$ cat config.mk
export PLATFORM = sky130hd
export DESIGN_NAME = mem_bus_responder
export DESIGN_NICKNAME = d
export VERILOG_FILES = /design/src/rtl/mem_bus_responder_pkg.sv /design/src/rtl/mem_bus_responder_array.sv /design/src/rtl/mem_bus_responder.sv
export SDC_FILE = /design/constraint.sdc
export NUM_CORES = 2
export LEC_CHECK = 0
export ABC_CLOCK_PERIOD_IN_PS = 9100
export CORE_ASPECT_RATIO = 1.25
export CORE_MARGIN = 3
export CORE_UTILIZATION = 62
export DETAILED_ROUTE_END_ITERATION = 8
export MAX_ROUTING_LAYER = met4
export PLACE_DENSITY = 0.78
export RECOVER_POWER = 25
export SETUP_SLACK_MARGIN = 0.5
export SLEW_MARGIN = 10
export SYNTH_ARGS = -nofsm -noshare
export SYNTH_HDL_FRONTEND = slang
export SYNTH_SLANG_ARGS = --single-unit
$ cat constraint.sdc
create_clock -name clk -period 9.1 [get_ports clk]
set_input_delay 1.82 -clock clk [delete_from_list [all_inputs] [get_ports clk]]
set_output_delay 1.82 -clock clk [all_outputs]
set_load 0.005 [all_outputs]
$ cat src/rtl/mem_bus_responder_pkg.sv
// Shared definitions for the MAR/MDR memory responder.
package mem_bus_responder_pkg;

    // Width of the wait-state counter (WAIT_CYCLES range 0..15).
    localparam int RSP_CNT_W = 4;

    typedef enum logic [1:0] {
        RSP_ST_IDLE   = 2'd0,
        RSP_ST_WAIT   = 2'd1,
        RSP_ST_ACCESS = 2'd2,
        RSP_ST_DONE   = 2'd3
    } rsp_state_e;

    // True when every address bit above the implemented range is zero.
    function automatic logic rsp_addr_in_range(input logic [15:0] a, input int unsigned aw);
        return (a >> aw) == 16'h0000;
    endfunction

endpackage

$ cat src/rtl/mem_bus_responder_array.sv
// Single-port word array: one synchronous write port, asynchronous read of the same address.
module mem_word_array #(
    parameter int ADDR_W = 8,
    parameter int DATA_W = 16
) (
    input  logic              clk,
    input  logic              we,
    input  logic [ADDR_W-1:0] addr,
    input  logic [DATA_W-1:0] wdata,
    output logic [DATA_W-1:0] rdata
);

    localparam int DEPTH = 1 << ADDR_W;

    logic [DATA_W-1:0] mem [DEPTH];

    // Commit a word on the rising edge when the write port is enabled.
    always_ff @(posedge clk) begin
        if (we) begin
            mem[addr] <= wdata;
        end
    end

    assign rdata = mem[addr];

endmodule

$ cat src/rtl/mem_bus_responder.sv
// Memory-side responder: services MAR/MDR read/write requests after WAIT_CYCLES wait states,
// with a side load port for preloading the array while idle.
module mem_bus_responder
    import mem_bus_responder_pkg::*;
#(
    parameter int ADDR_W      = 8,
    parameter int DATA_W      = 16,
    parameter int WAIT_CYCLES = 1
) (
    input  logic              clk,
    input  logic              rst_n,
    input  logic              mem_read,
    input  logic              mem_write,
    input  logic [15:0]       addr,
    input  logic [DATA_W-1:0] wdata,
    output logic [DATA_W-1:0] rdata,
    output logic              mem_ready,
    output logic              busy,
    output logic              err,
    input  logic              prog_we,
    input  logic [ADDR_W-1:0] prog_addr,
    input  logic [DATA_W-1:0] prog_data
);

    localparam logic [RSP_CNT_W-1:0] WAIT_INIT = RSP_CNT_W'(WAIT_CYCLES);

    rsp_state_e           state, state_nxt;
    logic [RSP_CNT_W-1:0] cnt, cnt_nxt;
    logic                 err_q, err_nxt;
    logic                 latch_en;
    logic                 rdata_en;
    logic [ADDR_W-1:0]    lat_addr;
    logic [DATA_W-1:0]    lat_wdata;
    logic                 lat_write;
    logic                 req_ok;

    logic                 arr_we;
    logic [ADDR_W-1:0]    arr_addr;
    logic [DATA_W-1:0]    arr_wdata;
    logic [DATA_W-1:0]    arr_rdata;

    assign req_ok = (mem_read ^ mem_write) && rsp_addr_in_range(addr, ADDR_W);

    // Write port is owned by the load port in IDLE and by the access path in ACCESS only.
    mem_word_array #(
        .ADDR_W (ADDR_W),
        .DATA_W (DATA_W)
    ) u_array (
        .clk   (clk),
        .we    (arr_we),
        .addr  (arr_addr),
        .wdata (arr_wdata),
        .rdata (arr_rdata)
    );

    // State, counter, latched operands and read data register.
    always_ff @(posedge clk or negedge rst_n) begin
        if (!rst_n) begin
            state     <= RSP_ST_IDLE;
            cnt       <= '0;
            err_q     <= 1'b0;
            rdata     <= '0;
            lat_addr  <= '0;
            lat_wdata <= '0;
            lat_write <= 1'b0;
        end else begin
            state <= state_nxt;
            cnt   <= cnt_nxt;
            err_q <= err_nxt;
            if (latch_en) begin
                lat_addr  <= addr[ADDR_W-1:0];
                lat_wdata <= wdata;
                lat_write <= mem_write;
            end
            if (rdata_en) begin
                rdata <= arr_rdata;
            end
        end
    end

    // Next-state, wait counter and array port control.
    always_comb begin
        state_nxt = state;
        cnt_nxt   = cnt;
        err_nxt   = err_q;
        latch_en  = 1'b0;
        rdata_en  = 1'b0;
        arr_we    = 1'b0;
        arr_addr  = prog_addr;
        arr_wdata = prog_data;
        unique case (state)
            RSP_ST_IDLE: begin
                arr_we  = prog_we;
                err_nxt = 1'b0;
                if (mem_read || mem_write) begin
                    if (req_ok) begin
                        latch_en = 1'b1;
                        if (WAIT_CYCLES == 0) begin
                            state_nxt = RSP_ST_ACCESS;
                        end else begin
                            state_nxt = RSP_ST_WAIT;
                            cnt_nxt   = WAIT_INIT;
                        end
                    end else begin
                        state_nxt = RSP_ST_DONE;
                        err_nxt   = 1'b1;
                    end
                end
            end
            RSP_ST_WAIT: begin
                cnt_nxt = cnt - RSP_CNT_W'(1);
                if (cnt == RSP_CNT_W'(1)) begin
                    state_nxt = RSP_ST_ACCESS;
                end
            end
            RSP_ST_ACCESS: begin
                arr_addr  = lat_addr;
                arr_wdata = lat_wdata;
                arr_we    = lat_write;
                rdata_en  = !lat_write;
                state_nxt = RSP_ST_DONE;
            end
            RSP_ST_DONE: begin
                state_nxt = RSP_ST_IDLE;
            end
            default: begin
                state_nxt = RSP_ST_IDLE;
            end
        endcase
    end

    assign busy      = (state != RSP_ST_IDLE);
    assign mem_ready = (state == RSP_ST_DONE);
    assign err       = (state == RSP_ST_DONE) && err_q;

endmodule

=== Yosys cells after proc, flatten, opt, wreduce, memory -nomap -nowiden ===
Memory sizes are Yosys's and may differ from the RTL's. A register that Yosys moved wholly into a read port is not among the register bits.
Index checks and enable logic that the tools add are counted.

* Reductions and logical operators: 11
* Equality and inequality tests: 7
* Add/sub/neg operators: 1
* Muxes and demuxes: 18
* Bitwise logic cells: 1

{| class="wikitable"
|+ Operators by type and width
! kind !! count
|-
| logical NOT 16 bit || 1
|-
| 2-to-1 mux 16 bit || 1
|-
| 2-to-1 mux 1 bit || 8
|-
| 2-to-1 mux 4 bit || 2
|-
| 2-to-1 mux 8 bit || 1
|-
| case mux 2 bit (4 select lines) || 1
|-
| case mux 4 bit (2 select lines) || 1
|-
| 2-to-1 mux 2 bit || 3
|-
| inequality test 2 bit (second input constant) || 3
|-
| equality test 2 bit (second input constant) || 2
|-
| equality test 4 x 1 -> 1 bit (second input constant) || 1
|-
| nonzero test 2 bit || 2
|-
| subtractor 4 x 1 -> 4 bit (second input constant) || 1
|-
| AND reduction 3 bit || 1
|-
| equality test 2 x 1 -> 1 bit (second input constant) || 1
|-
| logical AND 1 bit || 2
|-
| logical NOT 1 bit || 2
|-
| logical NOT 2 bit || 1
|-
| case mux 1 bit (2 select lines) || 1
|-
| AND reduction 2 bit || 1
|-
| logical OR 1 bit || 1
|-
| XOR 1 bit || 1
|}

* Memories kept: 1
* Memory bits (writable): 4096
* Flip-flop bits (word level): 32
* Logic and storage cells: 45
* Output and inout port bits: 19
* Input bits: 61

{| class="wikitable"
|+ Memories
! memory !! depth !! width !! read ports !! clocked after memory_dff !! write ports !! line !! RTL
|-
| u_array.mem || 256 || 16 || 1 || 1 || 1 || mem_bus_responder_array.sv:15 || <nowiki>logic [DATA_W-1:0] mem [DEPTH];</nowiki>
|}

=== Depth between registers and ports, before layout ===
* Word-level depth: 5
* Mapped depth: 14
* Depth with buffers taken out: 9

=== Modules after synthesis ===
From an unflattened synthesis, not the netlist that was laid out.

* Cell total of the unflattened synthesis: 6881
* Area, all modules: 157446.0 um2

{| class="wikitable"
|+ Modules (own cells, without submodules)
! module !! seq. area each (um2) !! cells an instance !! area an instance (um2) !! times used
|-
| mem_word_array || 122998.0 || 6711 || 155078.7 || 1
|-
| mem_bus_responder || 1201.2 || 170 || 2367.3 || 1
|}

=== Worst setup path after synthesis ===
OpenSTA, ideal clock, no wires.

* Kind: input -> register
* From: in prog_addr[0]
* To: mem u_array.mem[146][0], enable pin
* Arrival: 4.487 ns
* Required time: 8.691 ns
* Slack: 4.203 ns
* Buffers on the path: 5
* Cell stages on the path: 8
* Library setup time: 0.409 ns
* Cells stage by stage: mux2i_1 > buf_2 > buf_4 > buf_2 > buf_4 > buf_2 > nand2_1 > nor3_1

* Word-level cells in the longest chain between the ends: 1

{| class="wikitable"
|+ RTL lines
! element !! line !! RTL
|-
| start: declaration || mem_bus_responder.sv:21 || <nowiki>input logic [ADDR_W-1:0] prog_addr,</nowiki>
|-
| 2-to-1 mux 8 bit || mem_bus_responder.sv:91 || <nowiki>unique case (state)</nowiki>
|-
| end: declaration || mem_bus_responder_array.sv:15 ||
|}

Every way passes these cells.

=== Worst setup path after layout ===
* From: reg state[0]
* To: mem u_array.mem[46][6] (data pin)

* Word-level cells in the longest chain between the ends: 2

{| class="wikitable"
|+ RTL lines
! element !! line !! RTL
|-
| start: declaration || mem_bus_responder.sv:27 || <nowiki>rsp_state_e state, state_nxt;</nowiki>
|-
| start signal: assignment || mem_bus_responder.sv:67 || <nowiki>state <= state_nxt;</nowiki>
|-
| equality test 2 bit || mem_bus_responder.sv:91 ||
|-
| 2-to-1 mux 16 bit || mem_bus_responder.sv:91 ||
|-
| via arr_wdata[6] || mem_bus_responder.sv:39 || <nowiki>logic [DATA_W-1:0] arr_wdata;</nowiki>
|}

The timed path passes the listed nets, and every way through them passes these cells.

==> metrics <==
fin. max-slew vios=1478; Reg2Reg Depth=5; leading area contributor after synthesis=edfxtp_1; largest net degree at the start of global routing=between 150 and 200; YS warnings=0; gr usage total=33.74%; Nets=about 7600; share of cells above drive strength 1=26.82%; RePlAce Congestion=0.8612; area of the multi-input gates=32170 um2; DR iter-0 viols=13523; Final setup viols=0; setup bufs post-CTS=0; Fmax achieved=135.8 MHz; Total Wirelength=about 420 mm; vias=roughly 82000; port bufs=79; Fillers=13794; syn avg cell area=22.29 um2; Crit Path Class=flip-flop to flip-flop; overall die width=457.5 um; PD cells=274.3 nW/um2; Post-DP HPWL=231.1 mm; Placed Cells=around 10000; FF+latch area=124200 um2; Max Clock Skew=0.04743 ns; worst path bufs/invs=3; overall die height=about 570 um; Worst R2R End=u_array.mem[46][6]; hold buffer count at CTS=0; failing checks=max-capacitance violations, max-slew violations; crit-path cells=inv_1 > ha_4 > clkbuf_1 > mux2_1 > clkbuf_2; cell with the largest stage delay on the worst path=mux2_1; first-pass detailed-route iteration total=8; Wirelength per Cell=approximately 38 um; Netlist Area Pre-Place=158000 um2; Leakage=~55 nW; H-Tree Depth=5; top cells by area, synth=edfxtp_1 78%, mux4_2 15%, a22oi_1 1.6%; Slew HR=-208.1%; Core ar.=252900 um2; status=finished with violations; Worst-Skew Late Latency=between 0.9 and 1 ns; top-area cell type share of the netlist area=between 70% and 80%; Crit. Startpoint=state[0]; CTS root buf=clkbuf_16; ys flop type=edfxtp_1; # IOs=80; synthesized netlist cell count=7089; Reg-to-Reg Start=state[0]; syn_nets=7157; via/cell ratio=about 7.3; Commonest cells post-synth=4096 x edfxtp_1, 1024 x mux4_2, 389 x nand2_1; area delta synth->final=12.17%; clk sink count=4144; crit path capture=u_array.mem[46][6]; HP Class=flip-flop to flip-flop; CP Launch Type=flip-flop; number of max-cap violations=18; CTS tree=built; post-synthesis register bit count=4144; Clk pin slew, worst setup/hold paths=0.07 ns; antenna-violating nets left=0; Worst EP required=9.55 ns; die area=260900 um2; Design Power=0.04861 W; r2r setup slk=1.73 ns; CTS Buffer Depth=4; fraction of registers with async set/reset=about 1.2%; maximum VDD drop=207.8 uV; residual DRC count=0; filler-free cell count of the finished design=11192; CP max FO=101; initial antenna violation count=16; Distinct cells, synth=44; Initial Utilization=62.48%; post-synthesis sequential area ratio=78.62%; final hold violation count=0; GR Overflow Total=0; setup TNS=0 ns; max incr delay on CP=2.80 ns; actual slew at the worst max-slew pin=4.621 ns; crit path time final=7.365 ns; Post-synth EDFFs=4096; most frequent cell after synthesis=edfxtp_1; Worst setup EP type=flip-flop; Crit path depth=5; Critical Path AT=~7.8 ns; TritonCTS Buffers=379; Top delay family on crit path=buffers and inverters; post-cts resize count=0; RSZ-0062 raised after global routing=false; final worst path period share=80.94%; vias in the first global route=82187; site row count=~200; global-route wire length before repair=around 610 mm
## layout make-up
cell class | count | share of cell area [%]
flip-flops and latches | 4144 | 70.08
diodes | 24 | 0.03389
repair buffers | 493 | 2.404
inverters | 11 | 0.02330
clock inverters | 228 | 1.298
clock buffers | 459 | 5.655
well taps | 3328 | 2.350
multi-input cells | 2505 | 18.15
## flip-flops by register name, indices dropped and copies added, names as in the netlist
| signal | cells |
|---|---|
| cnt | 4 |
| u_array.mem | 4096 |
| state | 2 |
| rdata | 16 |
| lat_wdata | 16 |
| err_q | 1 |
| lat_write | 1 |
| lat_addr | 8 |
## layer usage
layer  track usage [%]  up-vias  routed length, um
met5                 -        -                  0
met4             20.14        0              30370
met3             6.667     1281              49050
met2             51.27     7012             204300
met1             43.07    42379             139100
li1                  -    30927                  -
## power breakdown
| group | total [W] | internal (W) | switching [W] |
|---|---|---|---|
| sequential | 0.0229 | 0.0227 | 0.000150 |
| clock | 0.0160 | 0.00896 | 0.00703 |
| combinational | 0.00976 | 0.00328 | 0.00647 |
| total | 0.0486 | 0.0350 | 0.0137 |
## worst min-delay path by stage
stage	startpoint	end	slack, ns	cells after the start
after floorplan	err_q	err_q	0.44	2
after global placement	err_q	err_q	0.46	2
after detailed placement	err_q	err_q	0.47	2
after CTS	err_q	err_q	0.49	2
after global routing	err_q	err_q	0.51	2
final	err_q	err_q	0.48	2
## cell families (layout without fill, tap and decap cells)
group                    Yosys count  in the layout  share of synthesized area (%)
AO/OA/AOI/OAI                    701            701                          3.174
multiplexers                    1070           1070                          14.92
other                              0             24                              0
flip-flops                      4144           4144                          78.62
adder cells (fa/ha/maj)            7              7                        0.05544
buffers and inverters            440           1191                          1.396
AND/OR/NAND/NOR                  727            727                          1.836
## cell usage in the layout, fill, tap and decap left out, drive strengths merged, types with 6 or more instances in the layout
cell           synthesis  final
ha                     7      7
clkinv                 0    154
clkbuf               177    466
inv                   11     25
nor2                 251    251
nand2                389    389
nand3                 12     12
mux2                  42     42
a22oi                338    338
a21oi                172    172
dfrtp                 48     48
and3                  16     16
mux4                1024   1024
o41ai                 59     59
edfxtp              4096   4096
clkdlybuf4s50          0     77
o21ai                  6      6
a41oi                 91     91
a31oi                 12     12
nand4                 10     10
bufinv                 0     38
o32ai                  6      6
buf                  252    408
nor3                  33     33
clkinvlp               0     22
diode                  0     24
## worst reg2reg max path, cell delays in order (launching register included)
cell,delay [ns]
dfrtp_1,0.42
inv_1,0.14
ha_4,0.50
clkbuf_1,1.37
mux2_1,2.81
clkbuf_2,1.57
## through the flow
stage          worst slack [ns]  util, %  hold slack, ns  instance area (um2)
3_3_place_gp              1.907    65.21          0.4635               164900
2_1_floorplan             4.203        -          0.4442               158000
3_5_place_dp              1.907    65.24          0.4695               165000
5_1_grt                   1.322    70.08          0.5147               177200
4_1_cts                   2.681    70.11          0.4859               177300
6_report                  1.735    70.09          0.4835               177200
No activity file was read; power rests on OpenSTA's default activity.
